==> config.mk <==
export PLATFORM = sky130hd
export DESIGN_NAME = div_seq
export DESIGN_NICKNAME = d
export VERILOG_FILES = /design/src/rtl/div_seq.sv
export SDC_FILE = /design/constraint.sdc
export NUM_CORES = 1
export LEC_CHECK = 0
export CORE_ASPECT_RATIO = 1.5
export CORE_MARGIN = 3
export CORE_UTILIZATION = 24
export CTS_CLUSTER_DIAMETER = 50
export CTS_CLUSTER_SIZE = 28
export DETAILED_ROUTE_END_ITERATION = 8
export GPL_ROUTABILITY_DRIVEN = 0
export SLEW_MARGIN = 30
export SYNTH_ARGS = -nofsm -noshare
export SYNTH_HDL_FRONTEND = slang
export SYNTH_SLANG_ARGS = --single-unit
==> constraint.sdc <==
create_clock -name clk -period 15.23 [get_ports clk]
set_input_delay 4.569 -clock clk [delete_from_list [all_inputs] [get_ports clk]]
set_output_delay 4.569 -clock clk [all_outputs]
set_load 0.1 [all_outputs]
==> src/rtl/div_seq.sv <==
// Multi-cycle radix-2 restoring divider for the EX stage: one quotient bit per cycle,
// sign-corrected {remainder, quotient} held until EX drops start_i.
module div_seq #(
  parameter int unsigned DATA_W = 32
) (
  input  logic                  clk,
  input  logic                  rst,
  input  logic                  start_i,
  input  logic                  annul_i,
  input  logic                  signed_i,
  input  logic [DATA_W-1:0]     opdata1_i,
  input  logic [DATA_W-1:0]     opdata2_i,
  output logic [2*DATA_W-1:0]   result_o,
  output logic                  ready_o,
  output logic                  stallreq_o
);

  localparam int unsigned          CNT_W    = $clog2(DATA_W) + 1;
  localparam logic [CNT_W-1:0]     CNT_LAST = CNT_W'(DATA_W);

  typedef enum logic [1:0] {
    S_IDLE   = 2'd0,
    S_BYZERO = 2'd1,
    S_ON     = 2'd2,
    S_END    = 2'd3
  } state_t;

  state_t                r_state, w_state_nxt;
  logic [CNT_W-1:0]      r_cnt, w_cnt_nxt;
  logic [2*DATA_W:0]     r_work, w_work_nxt;
  logic                  r_sign_a, w_sign_a_nxt;
  logic                  r_sign_b, w_sign_b_nxt;
  logic [DATA_W-1:0]     r_abs_b, w_abs_b_nxt;
  logic [2*DATA_W-1:0]   r_result, w_result_nxt;
  logic                  r_ready, w_ready_nxt;

  logic [DATA_W-1:0]     w_abs_a, w_abs_b;
  logic [DATA_W:0]       w_diff;
  logic [DATA_W-1:0]     w_quot, w_rem, w_quot_fix, w_rem_fix;

  // Magnitudes taken only for DIV; 0x80..0 maps onto itself and is then read as unsigned.
  assign w_abs_a = (signed_i & opdata1_i[DATA_W-1]) ? -opdata1_i : opdata1_i;
  assign w_abs_b = (signed_i & opdata2_i[DATA_W-1]) ? -opdata2_i : opdata2_i;

  assign w_diff     = r_work[2*DATA_W:DATA_W] - {1'b0, r_abs_b};
  assign w_quot     = r_work[DATA_W-1:0];
  assign w_rem      = r_work[2*DATA_W:DATA_W+1];
  assign w_quot_fix = (r_sign_a ^ r_sign_b) ? -w_quot : w_quot;
  assign w_rem_fix  = r_sign_a ? -w_rem : w_rem;

  assign result_o   = r_result;
  assign ready_o    = r_ready;
  assign stallreq_o = start_i & ~r_ready & ~annul_i;

  always_ff @(posedge clk or posedge rst) begin
    if (rst) begin
      r_state  <= S_IDLE;
      r_cnt    <= '0;
      r_work   <= '0;
      r_sign_a <= 1'b0;
      r_sign_b <= 1'b0;
      r_abs_b  <= '0;
      r_result <= '0;
      r_ready  <= 1'b0;
    end else begin
      r_state  <= w_state_nxt;
      r_cnt    <= w_cnt_nxt;
      r_work   <= w_work_nxt;
      r_sign_a <= w_sign_a_nxt;
      r_sign_b <= w_sign_b_nxt;
      r_abs_b  <= w_abs_b_nxt;
      r_result <= w_result_nxt;
      r_ready  <= w_ready_nxt;
    end
  end

  always_comb begin
    w_state_nxt  = r_state;
    w_cnt_nxt    = r_cnt;
    w_work_nxt   = r_work;
    w_sign_a_nxt = r_sign_a;
    w_sign_b_nxt = r_sign_b;
    w_abs_b_nxt  = r_abs_b;
    w_result_nxt = r_result;
    w_ready_nxt  = r_ready;
    unique case (r_state)
      S_IDLE: begin
        w_ready_nxt  = 1'b0;
        w_result_nxt = '0;
        if (start_i & ~annul_i) begin
          if (opdata2_i == '0) begin
            w_state_nxt = S_BYZERO;
          end else begin
            w_state_nxt  = S_ON;
            w_cnt_nxt    = '0;
            w_sign_a_nxt = signed_i & opdata1_i[DATA_W-1];
            w_sign_b_nxt = signed_i & opdata2_i[DATA_W-1];
            w_abs_b_nxt  = w_abs_b;
            w_work_nxt   = {{DATA_W{1'b0}}, w_abs_a, 1'b0};
          end
        end
      end
      S_BYZERO: begin
        w_result_nxt = '0;
        if (annul_i) begin
          w_state_nxt = S_IDLE;
          w_ready_nxt = 1'b0;
        end else begin
          w_state_nxt = S_END;
          w_ready_nxt = 1'b1;
        end
      end
      S_ON: begin
        if (annul_i) begin
          w_state_nxt  = S_IDLE;
          w_ready_nxt  = 1'b0;
          w_result_nxt = '0;
        end else if (r_cnt != CNT_LAST) begin
          // Trial subtract on the upper half; keep the shifted value when it goes negative.
          if (w_diff[DATA_W]) begin
            w_work_nxt = {r_work[2*DATA_W-1:0], 1'b0};
          end else begin
            w_work_nxt = {w_diff[DATA_W-1:0], r_work[DATA_W-1:0], 1'b1};
          end
          w_cnt_nxt = r_cnt + 1'b1;
        end else begin
          w_state_nxt  = S_END;
          w_ready_nxt  = 1'b1;
          w_result_nxt = {w_rem_fix, w_quot_fix};
        end
      end
      S_END: begin
        if (annul_i | ~start_i) begin
          w_state_nxt  = S_IDLE;
          w_ready_nxt  = 1'b0;
          w_result_nxt = '0;
        end
      end
      default: begin
        w_state_nxt  = S_IDLE;
        w_ready_nxt  = 1'b0;
        w_result_nxt = '0;
      end
    endcase
  end

endmodule
After elaboration in Yosys (flattened, before gate mapping)
Index checks and enable logic that the tools add are counted.

Muxes and demuxes: 31. Bitwise logic cells: 11. $add $sub $neg: 6. Equality and inequality tests: 10. Reductions and logical operators: 8.

Operators with widths (number): $mux W65 (5); $mux W64 (3); $pmux W64 S3 (1); $pmux W65 S2 (1); $mux W32 (4); $neg A32 Y32 (4); $sub A33 B32 Y33 (1); $logic_not A32 Y1 (1); $mux W6 (4); $mux W2 (6); $pmux W6 S2 (1); $ne A2 B2 Y1 const B (5); $pmux W2 S4 (1); $add A6 B1 Y6 const B (1); $ne A6 B6 Y1 const B (1); $reduce_and A3 Y1 (2); $and A1 B1 Y1 (5); $reduce_and A5 Y1 (1); $eq A2 B2 Y1 const B (2); $mux W1 (4); $not A1 Y1 (4); $pmux W1 S4 (1); $ne A3 B3 Y1 const B (1); $eq A2 B1 Y1 const B (1); other kinds (6) (6).

Output and inout port bits: 66. Bits in registers: 172. Logic and storage cells: 74. Bits of input ports: 69.

Logic depth before layout (Yosys ltp)
Depth after elaboration: 5. Mapped depth: 13. Gate-level depth less buffers: 11.

Worst setup path before layout
Ideal clock, no wire load.

Path kind: in2out. Start: in start_i. End: out stallreq_o. Setup slack: 3.993 ns. Arrival: 6.668 ns. Stages: 2. Cells stage by stage: inv_1 -> nor3_1.

Word-level cells in the longest chain between the ends: 2.

Ends and longest elaborated chain: from (decl) (RTL line 8) `input logic start_i,`; $and A1 B1 Y1 (2 in series) (RTL line 53) `assign stallreq_o = start_i & ~r_ready & ~annul_i;`; to (decl) (RTL line 15) `output logic stallreq_o`.

No other way between the ends.

Worst setup path in the final report
Start: in annul_i. End: out stallreq_o.

Word-level cells in the longest chain between the ends: 2.

Ends and longest elaborated chain: from (decl) (RTL line 9) `input logic annul_i,`; $not A1 Y1 (RTL line 53); $and A1 B1 Y1 (RTL line 53).

No other way between the ends.

==> out/metrics.yaml <==
ys_seq_area_frac: 0.370
crit_top_cell: "clkdlybuf4s50_1"
grt_pass1_vias: 9879
final_nets: 1607
crit_arrival_ns: 6.48
finalPower_mw: 2.57
io_buffers: 134
hold_depth: 2
synthesis.nets: 1518
initial_core_util: 0.243
synthArstFlopShare: 1.00
numCtsBuffers: 17
clkTransAtPathRegs_ns: 0.07
slew_violations: 0
crit_path_max_fanout: 5
synthCells: 1407
fmax_mhz: 90.5
coreArea_sq_um: 47800
tns_ns: 0
power_density_nw_per_um2: 183
vdd_ir_drop_max_uv: 99.0
finalSetupViolations: 0
syn_avg_cell_area_sq_um: 8.26
yosys_warnings: 0
wl_met1_um: 13400
synth.ff_latch_count: 172
synth_cell_types: 76
met3WireLength_um: 1540
status: "finished clean"
die_h_um: 276
multi_input_area_sq_um: 6820
hold_class: "reg -> reg"
min_from: "result_o[2]"
cts_tree: "built"
regArea_sq_um: 4300
reg2reg_slack_ns: 11.48
reg2reg_to: "r_work[33]"
skew_ns: 0.0123
slew_headroom: 0.308
ant_nets: 0
final_cell_mix: "nand2_1, dfrtp_1, o21ai_0"
cpLargestDelayFamily: "buffers and inverters"
cp_slowest_cell: "clkdlybuf4s50_1"
grt_max_degree: 109
cts_buffer_depth: 2
ys.flop_type: "dfrtp_1"
critPathLaunchType: "primary input"
worstReg2RegStart: "r_work[32]"
num_vias: 10137
avgViaCountPerCell: 4.81
fp-row-count: 98
drtIter0Drc: 599
whs_endpoint: "result_o[2]"
syn-cell-area_sq_um: 11600
fin_util: 0.295
highest_layer: "met4"
antenna_found_initial: 0
grt_util_all_layers: 0.128
drive_gt1_frac: 0.0550
final_common_cell: "nand2_1"
r2r_cells: 12
tightest_slew_ns: 1.04
htree_num_levels: 4
area_delta_synth_final_pct: 21.1
required_ns: 10.66
power_leakage_nw: 5.99
postCtsSetupBuffers: 0
grt-ovfl-total: 0
met2RoutedLength_um: 17000
num-fill-cells: 5068
drcViolationCount: 0
final_hold_viol_count: 0
post_dp_cell_area_sq_um: 13500
synth_edf_count: 0
cap_violations: 0
crit_chain: "clkdlybuf4s50_1 -> nor3_1 -> clkdlybuf4s50_1"
post-dp-hpwl_um: 25200
grt_pass1_wl_um: 52500
critPathCaptureType: "output port"
cts_resized: 0
cts_hold_buf: 0
die_x_um: 186
cts_root_buffer: "clkbuf_16"
wl_per_cell_um: 15.5
critical_path_buf_inv_count: 2
design.die.area_sq_um: 51200
boundaryPins: 135
cts_num_sinks: 172
totalWireLength_um: 32800
insertion_delay_ns: 0.45
drt-pass1-iter-count: 5
fin_area_sq_um: 14100
rsz0062_at_grt: "no"
period_share: 0.726
period_needed_ns: 11.05
path_class: "in -> out"
antenna_cells: 0
critPathMaxStageDelay_ns: 1.16
[per-stage QoR]
| stage | cells | hold WS (ns) | setup slack, ns |
|---|---|---|---|
| 2_1_floorplan | 1407 | 0.450 | 3.99 |
| 3_3_place_gp | 2077 | 0.461 | 4.13 |
| 3_5_place_dp | 2077 | 0.468 | 4.16 |
| 4_1_cts | 2109 | 0.485 | 4.15 |
| 5_1_grt | 2109 | 0.501 | 4.11 |
| 6_report | 2109 | 0.477 | 4.18 |
[area by class of cell]
type	instances	area share
Multi-Input combinational cell	1105	0.484
Sequential cell	172	0.306
Timing Repair Buffer	146	0.0983
Tap cell	600	0.0533
Clock buffer	17	0.0302
Inverter	54	0.0147
Clock inverter	15	0.0137
[metal layers]
layer | vias up | GRT usage
li1 | 5125 | -
met1 | 4753 | 0.143
met2 | 215 | 0.235
met3 | 44 | 0.0295
met4 | 0 | 0.0482
met5 | - | 0
[kinds of logic after synthesis]
kind of cell	Yosys count	synth area share
AND/OR/NAND/NOR	469	0.189
AO/OA/AOI/OAI	413	0.208
flip-flops	172	0.370
XOR/XNOR	141	0.106
buffers and inverters	130	0.0457
adder cells (fa/ha/maj)	42	0.0458
multiplexers	40	0.0349
[registers in the layout, summed over array words and instances (netlist names)]
register / cells
ready_o: 1
r_state: 2
r_cnt: 6
r_sign_b: 1
result_o: 64
r_work: 65
r_abs_b: 32
r_sign_a: 1
[worst max path at each step]
stage,startpoint,endpoint,depth (start not counted)
finish,annul_i,stallreq_o,3
global placement,annul_i,stallreq_o,3
detailed placement,annul_i,stallreq_o,3
global route,annul_i,stallreq_o,3
CTS,annul_i,stallreq_o,3
floorplan,start_i,stallreq_o,2
[power by group]
group | switching, mW | total, mW | internal, mW
Combinational | 0.933 | 1.40 | 0.465
Clock | 0.217 | 0.468 | 0.251
Sequential | 0.117 | 0.707 | 0.590
[Yosys cell counts (9+ instances only)]
cell | number | area (sq um)
or4_1 | 12 | 90.1
nor2_1 | 99 | 372
nand2_1 | 208 | 781
clkbuf_1 | 51 | 191
nand4_1 | 9 | 56.3
a21oi_1 | 111 | 556
o21ai_0 | 147 | 736
o21ai_1 | 42 | 210
mux2i_1 | 36 | 360
dfrtp_1 | 172 | 4300
a21o_1 | 20 | 150
or3_1 | 19 | 119
xor2_1 | 86 | 753
ha_1 | 41 | 513
nor3_1 | 29 | 145
xnor2_1 | 55 | 482
buf_2 | 20 | 100
o41ai_1 | 9 | 78.8
inv_1 | 53 | 199
nand3_1 | 24 | 120
o31ai_1 | 27 | 203
and3_1 | 9 | 56.3
[tightest hold or removal path: cells and delay by family (launching register included)]
family | cells | cell delay (ns)
simple gates | 1 | 0.04
compound gates | 1 | 0.06
flops | 1 | 0.34
Note: power is estimated with default switching activity, not from simulation.
